## src/rtl/ps2_kbd_tx.sv

```systemverilog
// Device-side PS/2 keyboard emulator: queues scan-code bytes and sends each one as an
// 11-bit frame (start, 8 data LSB first, odd parity, stop) on ps2_clk/ps2_data.
//
// state  | meaning
// -------+---------------------------------------------------------------
// IDLE   | lines high, pop the queue head into the frame shifter when available
// LOAD   | one cycle, start bit presented on ps2_data
// HIGH   | ps2_clk high for CLK_DIV cycles, current bit held on ps2_data
// LOW    | ps2_clk low for CLK_DIV cycles, receiver samples on the falling edge
// GAP    | both lines high for GAP_CYC cycles between frames
module ps2_kbd_tx #(
    parameter int CLK_DIV    = 4,
    parameter int GAP_CYC    = 16,
    parameter int FIFO_DEPTH = 8
) (
    input  logic       clk,
    input  logic       clrn,
    input  logic       wr_en,
    input  logic [7:0] wr_data,
    output logic       full,
    output logic       drop,
    output logic       busy,
    output logic       ps2_clk,
    output logic       ps2_data,
    output logic [7:0] sent_count
);

    localparam int AW      = $clog2(FIFO_DEPTH);
    localparam int CW      = AW + 1;
    localparam int TMR_MAX = (CLK_DIV > GAP_CYC) ? CLK_DIV : GAP_CYC;
    localparam int TW      = $clog2(TMR_MAX + 1);

    localparam logic [CW-1:0] DEPTH_C = CW'(FIFO_DEPTH);
    localparam logic [TW-1:0] DIV_LD  = TW'(CLK_DIV - 1);
    localparam logic [TW-1:0] GAP_LD  = TW'(GAP_CYC - 1);

    typedef enum logic [2:0] {
        S_IDLE,
        S_LOAD,
        S_HIGH,
        S_LOW,
        S_GAP
    } state_t;

    state_t        state, state_nxt;
    logic [TW-1:0] tmr, tmr_nxt;
    logic [3:0]    bit_cnt, bit_cnt_nxt;
    logic [10:0]   shreg, shreg_nxt;
    logic [7:0]    sent_nxt;

    logic [7:0]    mem [FIFO_DEPTH];
    logic [AW-1:0] wr_ptr, rd_ptr;
    logic [CW-1:0] count, count_nxt;
    logic          push, pop;
    logic [7:0]    head;

    assign push = wr_en && !full;
    assign head = mem[rd_ptr];

    always_comb begin
        state_nxt   = state;
        tmr_nxt     = tmr;
        bit_cnt_nxt = bit_cnt;
        shreg_nxt   = shreg;
        sent_nxt    = sent_count;
        pop         = 1'b0;

        case (state)
            S_IDLE: begin
                if (count != '0) begin
                    pop         = 1'b1;
                    shreg_nxt   = {1'b1, ~^head, head, 1'b0};
                    bit_cnt_nxt = 4'd0;
                    state_nxt   = S_LOAD;
                end
            end
            S_LOAD: begin
                bit_cnt_nxt = 4'd0;
                tmr_nxt     = DIV_LD;
                state_nxt   = S_HIGH;
            end
            S_HIGH: begin
                if (tmr == '0) begin
                    tmr_nxt   = DIV_LD;
                    state_nxt = S_LOW;
                end else begin
                    tmr_nxt = tmr - TW'(1);
                end
            end
            S_LOW: begin
                if (tmr == '0) begin
                    if (bit_cnt == 4'd10) begin
                        sent_nxt  = sent_count + 8'd1;
                        tmr_nxt   = GAP_LD;
                        state_nxt = S_GAP;
                    end else begin
                        shreg_nxt   = shreg >> 1;
                        bit_cnt_nxt = bit_cnt + 4'd1;
                        tmr_nxt     = DIV_LD;
                        state_nxt   = S_HIGH;
                    end
                end else begin
                    tmr_nxt = tmr - TW'(1);
                end
            end
            S_GAP: begin
                if (tmr == '0) begin
                    state_nxt = S_IDLE;
                end else begin
                    tmr_nxt = tmr - TW'(1);
                end
            end
            default: state_nxt = S_IDLE;
        endcase

        case ({push, pop})
            2'b10:   count_nxt = count + CW'(1);
            2'b01:   count_nxt = count - CW'(1);
            default: count_nxt = count;
        endcase
    end

    // Outputs are registered from the next-state values so they line up with the state.
    always_ff @(posedge clk or negedge clrn) begin
        if (!clrn) begin
            state      <= S_IDLE;
            tmr        <= '0;
            bit_cnt    <= 4'd0;
            shreg      <= '1;
            sent_count <= 8'd0;
            wr_ptr     <= '0;
            rd_ptr     <= '0;
            count      <= '0;
            full       <= 1'b0;
            drop       <= 1'b0;
            busy       <= 1'b0;
            ps2_clk    <= 1'b1;
            ps2_data   <= 1'b1;
        end else begin
            state      <= state_nxt;
            tmr        <= tmr_nxt;
            bit_cnt    <= bit_cnt_nxt;
            shreg      <= shreg_nxt;
            sent_count <= sent_nxt;
            count      <= count_nxt;
            if (push) wr_ptr <= wr_ptr + AW'(1);
            if (pop)  rd_ptr <= rd_ptr + AW'(1);
            full       <= (count_nxt == DEPTH_C);
            drop       <= wr_en && full;
            busy       <= (state_nxt != S_IDLE) || (count_nxt != '0);
            ps2_clk    <= (state_nxt != S_LOW);
            ps2_data   <= (state_nxt == S_LOAD || state_nxt == S_HIGH || state_nxt == S_LOW)
                          ? shreg_nxt[0] : 1'b1;
        end
    end

    always_ff @(posedge clk) begin
        if (push) mem[wr_ptr] <= wr_data;
    end

endmodule

```

## config.mk

```make
export PLATFORM = sky130hd
export DESIGN_NAME = ps2_kbd_tx
export DESIGN_NICKNAME = d
export VERILOG_FILES = /design/src/rtl/ps2_kbd_tx.sv
export SDC_FILE = /design/constraint.sdc
export NUM_CORES = 1
export LEC_CHECK = 0
export CORE_MARGIN = 8
export CORE_UTILIZATION = 50
export CTS_CLUSTER_DIAMETER = 200
export DETAILED_ROUTE_END_ITERATION = 8
export PLACE_DENSITY = 0.69
export RECOVER_POWER = 25
export SLEW_MARGIN = 25
export SYNTH_ARGS = -nofsm -noshare
export SYNTH_HDL_FRONTEND = slang
export SYNTH_SLANG_ARGS = --single-unit
export TNS_END_PERCENT = 1
```

## constraint.sdc

```tcl
create_clock -name clk -period 3.2 [get_ports clk]
set_input_delay 0.96 -clock clk [delete_from_list [all_inputs] [get_ports clk]]
set_output_delay 0.96 -clock clk [all_outputs]
set_load 0.02 [all_outputs]
```

## Yosys cells after proc, flatten, opt, wreduce, memory -nomap -nowiden

Memories as Yosys holds them, arrays and structs flattened.
Index checks and enable logic that the tools add are counted.

| storage, ports and cells | value |
|---|---|
| register bits after elaboration | 46 |
| memories | 1 |
| input port bits | 11 |
| RAM bits | 64 |

Memory list:

| name | words | bits a word | rd ports | clocked after Yosys merged registers in | wr ports | RTL line | text |
|---|---|---|---|---|---|---|---|
| mem | 8 | 8 | 1 | 0 | 1 | 51 | `logic [7:0] mem [FIFO_DEPTH];` |

| cells by class | value |
|---|---|
| multiplexer cells | 25 |
| add/sub/neg operators | 7 |
| equal/unequal tests | 16 |
| reduce and logical (&&, ||, !) cells | 19 |

Operator list:

| cell | count |
|---|---|
| $mux W11 | 3 |
| $pmux W11 S2 | 1 |
| $pmux W5 S4 | 1 |
| $mux W4 | 4 |
| $mux W3 | 5 |
| $mux W5 | 3 |
| $pmux W3 S5 | 1 |
| $eq A3 B2 Y1 const B | 4 |
| $pmux W4 S3 | 1 |
| $reduce_bool A4 Y1 | 3 |
| $add A4 B1 Y4 const B | 2 |
| $add A8 B1 Y8 const B | 1 |
| $eq A4 B4 Y1 const B | 2 |
| $ne A2 B2 Y1 const B | 4 |
| $pmux W4 S2 | 1 |
| $reduce_and A4 Y1 | 2 |
| $reduce_xnor A8 Y1 | 1 |
| $add A3 B1 Y3 const B | 2 |
| $eq A3 B1 Y1 const B | 2 |
| $reduce_bool A3 Y1 | 2 |
| $logic_not A5 Y1 | 1 |
| $mux W1 | 5 |
| $sub A5 B1 Y5 const B | 1 |
| $sub A4 B1 Y4 const B | 1 |
| 11 further kinds | 14 |

## Longest topological paths before layout

Gate-level depths: netlist (run 1).

| depth | value |
|---|---|
| depth after elaboration | 8 |
| mapped depth | 14 |
| gate-level depth less buffers | 13 |

## Worst setup path after synthesis (run 1)

No wires, ideal clock.

| timing | value |
|---|---|
| path kind | input port to flip-flop |
| start | input port wr_en |
| end | register busy |
| data arrival time | 2,716 ps |
| slack | 340 ps |
| cell stages on the path | 11 |
| path buffers | 0 |
| cell sequence | nor2b_1 inv_1 ha_1 xor2_1 ha_1 a21oi_1 xor2_1 nor2_1 xnor2_1 and3_1 o2111ai_1 |

| between the ends | value |
|---|---|
| word-level cells in the longest chain between the ends | 5 |
| elaborated cells between the ends (all ways) | 6 |
| classes of those cells | 2 x eq/ne; 1 x mux; 3 x reduce/logical |

RTL lines:

| what | RTL line | text |
|---|---|---|
| start, declared | 18 | `input logic wr_en,` |
| $logic_and A1 B1 Y1 (*) | 57 | `assign push = wr_en && !full;` |
| $eq A2 B1 Y1 or $eq A2 B2 Y1 (tied branches) | 116 | `case ({push, pop})` |
| $pmux W4 S2 (*) | 116 |  |
| $reduce_bool A4 Y1 (*) | 150 | `busy <= (state_nxt != S_IDLE) \|\| (count_nxt != '0);` |
| $logic_or A1 B1 Y1 (*) | 150 |  |
| end signal, assigned | 150 |  |
| end, declared | 22 | `output logic busy,` |

Mark *: on every way between the ends. The rest lies on a longest branch, timed or not.
A chain may end at the register's enable or synchronous reset.

## Final worst setup path (run 1)

Ends and elaborated chain as after synthesis.

==> results.ini, run 1 <==
[floorplanning]
io_pins = 24
fp-row-count = 36
coreArea_um2 = 9640
start_util = 0.507
die_w_um = 115
die_height_um = 115
die_area_um2 = 13200

[synth]
ys_warn_count = 0
synth.avg_cell_area_um2 = 14.5
yosysTopAreaCellShare = 0.393
netlist_top_cells_count = 64 x edfxtp_1, 33 x dfrtp_1, 26 x nand2_1, 18 x nor2_1, 15 x o21ai_0
async_flop_share = 0.418
synth.distinct_cells = 47
ys_ff_latch = 110
syn_inst = 338
synth.cell_area_um2 = 4890
synth_edf_count = 64
yosysTopAreaCell = edfxtp_1
synth_nets = 359
yosysMostFrequentCell = edfxtp_1
ys_seq_area_frac = 0.632
synthTopCellsByArea = edfxtp_1 39%, dfrtp_1 17%, dfstp_2 7.0%, mux4_1 4.8%, mux4_2 3.2%
ys.flop_type = edfxtp_1

[worst_setup_path]
cp-end-kind = flip-flop
critPathLaunchType = input port
arrival_ns = 3.03
cp.required_ns = 3.45
critPathKind = in2reg
worstPathCellList = clkdlybuf4s50_1, nor2b_1, inv_1, ha_1, xor2_1, ha_1, a21oi_1, xor2_1, nor2_1, xnor2_1, and3_1, o2111ai_1
cpPeakStageDelay_ns = 0.46
slowest_stage = clkdlybuf4s50_1
crit_fanout = 2

[global_routing]
grt_util_all_layers = 0.141
grt_pass1_wl_um = 14200
antenna_found_initial = 0
global_route.overflow_total = 0
grt_max_degree = 41
first_global_vias = 2886

[outcome]
status = complete, but fails checks
violations = capacitance limit, slew limit

[timing]
rsz0062_at_grt = false
worstMarginPinSlew_ns = 2.13
finalCritPeriodShare = 0.870
slew_headroom = -0.423
period_needed_ns = 2.78
hold_violations = 0
setup_tns_ns = 0
holdWs_ns = 0.484
slew_viol_final = 41
finalSetupViolations = 0
fin_skew_ns = 0.0102
fmax_mhz = 359

[place]
hpwl_um = 5810
port_buffers = 23
dp.cells = 498
place_congestion = 0.750

[routing]
dr.pass1.iters = 4
drtIter0Drc = 164
routed_via_density = 5.36
ant_nets = 0
wl_per_cell_um = 16.7
vias = 2757
drc = 0
routed_wl_um = 8600

[cts]
post_cts_buffers = 0
numCtsBuffers = 9
clock_path_buffers = 2
cts_tree = built
cts_hold_buf = 0
numClockSinks = 110
clk_pin_slew_worst_paths_ns = 0.10
htree_levels = 3
insertion_delay_ns = 0.37
cts_resized = 0
root_buffer = clkbuf_8

[power]
p_leak_nw = 2.08
internal_power_mw = 2.92
power.density_nw_per_um2 = 787
ir_drop_mv = 0.329
clock_power_share = 0.179
pwr-share-seq = 0.495
p_comb_frac = 0.327
netSwitchingPower_mw = 1.42
swShare = 0.327

[cells_and_area]
diodes = 0
area_delta_synth_final_pct = 12.7
stdcell_count = 514
drive_above_1_share = 0.160
fillerInstances = 802
nets = 397

[job]
maxCapViolCount = 1

[worst_hold_path]
hp-class = reg2reg

==> flip-flops by register name (all words and copies together) (netlist names) <==
name / cells
bit_cnt: 4
busy: 1
count: 4
drop: 1
full: 1
mem: 64
ps2_clk: 1
ps2_data: 1
rd_ptr: 3
sent_count: 8
shreg: 11
state: 3
tmr: 5
wr_ptr: 3
==> cell type report <==
class,instances,area [um^2],area share
Clock buffer,10,128,0.0232
Inverter,13,48.8,0.00886
Sequential cell,110,3090,0.561
Timing Repair Buffer,41,355,0.0645
Tap cell,133,166,0.0302
Clock inverter,6,51.3,0.00931
Multi-Input combinational cell,201,1670,0.303
==> worst max-delay path, delay by kind of cell <==
family	cells	cell delay (ns)
AOI/OAI and AO/OA	2	0.25
and+or+nand+nor	3	0.42
buffers and inverters	2	0.54
xor gates and xnor gates	3	0.47
adders and majority gates	2	0.40
==> metal layers <==
layer	wire, um	GRT usage	vias up
met2	4410	0.247	47
li1	-	-	1335
met4	152	0.0622	0
met3	287	0.0362	13
met1	3750	0.161	1362
met5	0	0	-
==> cell families after synthesis <==
kind of cell / Yosys count / share of synthesized area
xor gates and xnor gates: 24 / 0.0460
and+or+nand+nor: 81 / 0.0895
adders and majority gates: 10 / 0.0256
AOI/OAI and AO/OA: 56 / 0.0709
DFF: 110 / 0.632
buffers and inverters: 27 / 0.0266
muxes: 30 / 0.110
==> final timing paths <==
kind	start	endpoint	slack (ns)	cells after the start
worst max register to register	count[1]	busy	0.45	12
worst min-delay path	sent_count[7]	sent_count[7]	0.48	1
min in group asynchronous	clrn	busy	1.20	1
worst max-delay path	wr_en	busy	0.42	12
worst min register to register	sent_count[7]	sent_count[7]	0.48	1
max in group asynchronous	clrn	sent_count[2]	0.79	1
==> stage by stage <==
step	utilization	power, mW	instance area (um^2)	setup WS [ns]
3_3_place_gp	0.554	3.55	5340	0.0512
4_1_cts	0.572	4.39	5520	0.428
6_report	0.572	4.34	5510	0.417
5_1_grt	0.572	4.64	5510	0.175
2_1_floorplan	-	3.28	4890	0.340
3_5_place_dp	0.554	3.61	5340	0.0185
==> cells in the final DEF, fill, tap and decap left out, types with 3 or more instances in the layout <==
| master | count |
|---|---|
| nand3b_1 | 3 |
| a21oi_1 | 9 |
| nor2b_1 | 3 |
| o21ai_1 | 8 |
| nand2b_1 | 6 |
| edfxtp_1 | 64 |
| mux4_2 | 7 |
| clkdlybuf4s50_1 | 20 |
| a21o_1 | 3 |
| dfstp_2 | 13 |
| nand3_1 | 6 |
| mux2i_1 | 12 |
| o21ai_0 | 15 |
| dfrtp_1 | 33 |
| o22ai_1 | 3 |
| inv_1 | 12 |
| inv_6 | 3 |
| xnor2_1 | 14 |
| clkbuf_1 | 3 |
| ha_1 | 10 |
| buf_4 | 17 |
| nor2_1 | 18 |
| clkbuf_8 | 9 |
| nor3_1 | 3 |
| mux4_1 | 9 |
| xor2_1 | 8 |
| a22oi_1 | 9 |
| nand2_1 | 26 |
==> power by group through the flow <==
stage               Clock, mW  Combinational [mW]  Sequential (mW)
floorplan                   0                1.21             2.07
global placement            0                1.40             2.15
detailed placement          0                1.44             2.17
CTS                     0.801                1.44             2.14
global route            0.856                1.59             2.20
finish                  0.775                1.42             2.15
(Power assumes the default switching activity.)
==> run 2, diff against run 1 <==
--- a/config.mk
+++ b/config.mk
@@ -5,6 +5,7 @@
 export SDC_FILE = /design/constraint.sdc
 export NUM_CORES = 1
 export LEC_CHECK = 0
+export CORE_ASPECT_RATIO = 0.8
 export CORE_MARGIN = 8
 export CORE_UTILIZATION = 50
 export CTS_CLUSTER_DIAMETER = 200
==> constraint.sdc (replaced) <==
create_clock -name clk -period 2.9 [get_ports clk]
set_input_delay 0.87 -clock clk [delete_from_list [all_inputs] [get_ports clk]]
set_output_delay 0.87 -clock clk [all_outputs]
set_load 0.02 [all_outputs]
==> run 2 against run 1 <==
  * The flow now finishes without violations
  * First-iteration DRC count rose by 0.61%
  * Non-clock buffer count rose by 7
  * Power rose by 20%
  * Highest routed layer unchanged
  * Die area rose by 0.14%
==> results.ini, run 2 (synthesis results as in run 1) <==
[cells_and_area]
max_flop_register = mem
fillerInstances = 775
stdcell_count = 507
multi_input_area_um2 = 1680
nets = 404
largest_reg_flops = 64
seqCellArea_um2 = 3090
layout_commonest_cell = edfxtp_1
drive_above_1_share = 0.186
reg.largest.list = mem (64), shreg (11), sent_count (8)
area_delta_synth_final_pct = 15.7
diodes = 0
final_area_um2 = 5660
final_cell_mix = 64 x edfxtp_1, 33 x dfrtp_1, 26 x nand2_1, 24 x buf_4, 20 x clkdlybuf4s50_1

[floorplanning]
coreArea_um2 = 9570
io_pins = 24
fp-row-count = 32
die_area_um2 = 13200
die_w_um = 127
start_util = 0.511
die_height_um = 104

[timing]
finalSetupViolations = 0
slew_viol_final = 0
fin_skew_ns = 0.00657
fmax_mhz = 368
finalCritPeriodShare = 0.936
worstMarginPinSlew_ns = 1.15
period_needed_ns = 2.71
rsz0062_at_grt = false
hold_violations = 0
setup_tns_ns = 0
slew_headroom = 0.234

[routing]
routed_via_density = 5.62
vias = 2850
dr.pass1.iters = 4
drtIter0Drc = 165
drc = 0
wl_per_cell_um = 17.6
routed_wl_um = 8900
ant_nets = 0

[worst_setup_path]
cp.required_ns = 3.11
cp-end-kind = flip-flop
worstPathCellList = clkdlybuf4s50_1, nor2b_2, inv_1, ha_1, xor2_1, ha_1, a21oi_1, xor2_1, nor2_1, xnor2_1, and3_1, o2111ai_1
arrival_ns = 2.93
crit_fanout = 2
slowest_stage = clkdlybuf4s50_1
critPathLaunchType = input port
critPathKind = in2reg
cpPeakStageDelay_ns = 0.47

[cts]
numClockSinks = 110
numCtsBuffers = 9
cts_hold_buf = 0
cts_tree = built
clk_pin_slew_worst_paths_ns = 0.07
htree_levels = 3
root_buffer = clkbuf_16
insertion_delay_ns = 0.35
clock_path_buffers = 2

[worst_hold_path]
hp-class = reg2reg

[place]
dp.cells = 491
place_congestion = 0.767
placed_cell_area_um2 = 5370
port_buffers = 23
hpwl_um = 5970

[power]
ir_drop_mv = 0.485
p_total_mw = 5.21
p_leak_nw = 2.17
power.density_nw_per_um2 = 920

[global_routing]
grt_util_all_layers = 0.143
global_route.overflow_total = 0
first_global_vias = 2918
grt_max_degree = 47
antenna_found_initial = 0
grt_pass1_wl_um = 14700

[outcome]
status = finished, final reports clean

[job]
maxCapViolCount = 0

## run 2: changes by cell type in the layout (fill, tap and decap cells not counted), sizes merged
cell	delta
clkbuf	-1
buf	+8
inv	-1
clkinv	+1
## run 2: final cells by class
| type | instances | share of cell area |
|---|---|---|
| multi-input combinational | 201 | 0.297 |
| clock inverter | 6 | 0.00951 |
| inverter | 13 | 0.00862 |
| clock buffer | 10 | 0.0405 |
| timing repair buffer | 48 | 0.0725 |
| tap | 119 | 0.0263 |
| sequential | 110 | 0.546 |
## run 2: metrics by stage
step | util | setup WS, ns | hold WS, ns
finish | 0.591 | 0.185 | 0.466
floorplan | - | 0.130 | 0.450
CTS | 0.591 | 0.144 | 0.475
detailed placement | 0.561 | -0.232 | 0.461
global placement | 0.561 | -0.145 | 0.462
global route | 0.591 | 0.00176 | 0.510
## run 2: path summary, 6_finish.rpt
kind                       cells past startpoint             to  slack (ns)          start
min                                            1  sent_count[7]        0.47  sent_count[7]
min reg2reg                                    1  sent_count[7]        0.47  sent_count[7]
min in group asynchronous                      2         tmr[2]        0.82           clrn
max in group asynchronous                      2       count[1]        1.38           clrn
max                                           12           busy        0.19          wr_en
max reg2reg                                   12           busy        0.22       count[0]
## run 2: power by group
group	switching, mW	total, mW	internal (mW)
logic	0.861	1.73	0.868
clock network	0.577	1.18	0.600
registers	0.226	2.30	2.07
total	1.66	5.21	3.54
## run 2: critical path: cells and delay by family
kind                       cells  cell delay [ns]
xor gates and xnor gates       3             0.47
adders and majority gates      2             0.39
buffers and inverters          2             0.53
and+or+nand+nor                3             0.41
AOI/OAI and AO/OA              2             0.25
## run 2: metal layers
metal / GRT usage / vias up / share of wire
met5: 0 / - / 0
met4: 0.0583 / 0 / 0.017
met3: 0.0430 / 13 / 0.054
met2: 0.226 / 58 / 0.47
met1: 0.180 / 1426 / 0.46
li1: - / 1353 / -
## run 2: timing repair
item | CTS | global route
setup buffers | 0 | 0
hold endpoints to repair | 0 | 0
endpoints found under the setup margin | 0 | 2
resized for setup | 0 | 2
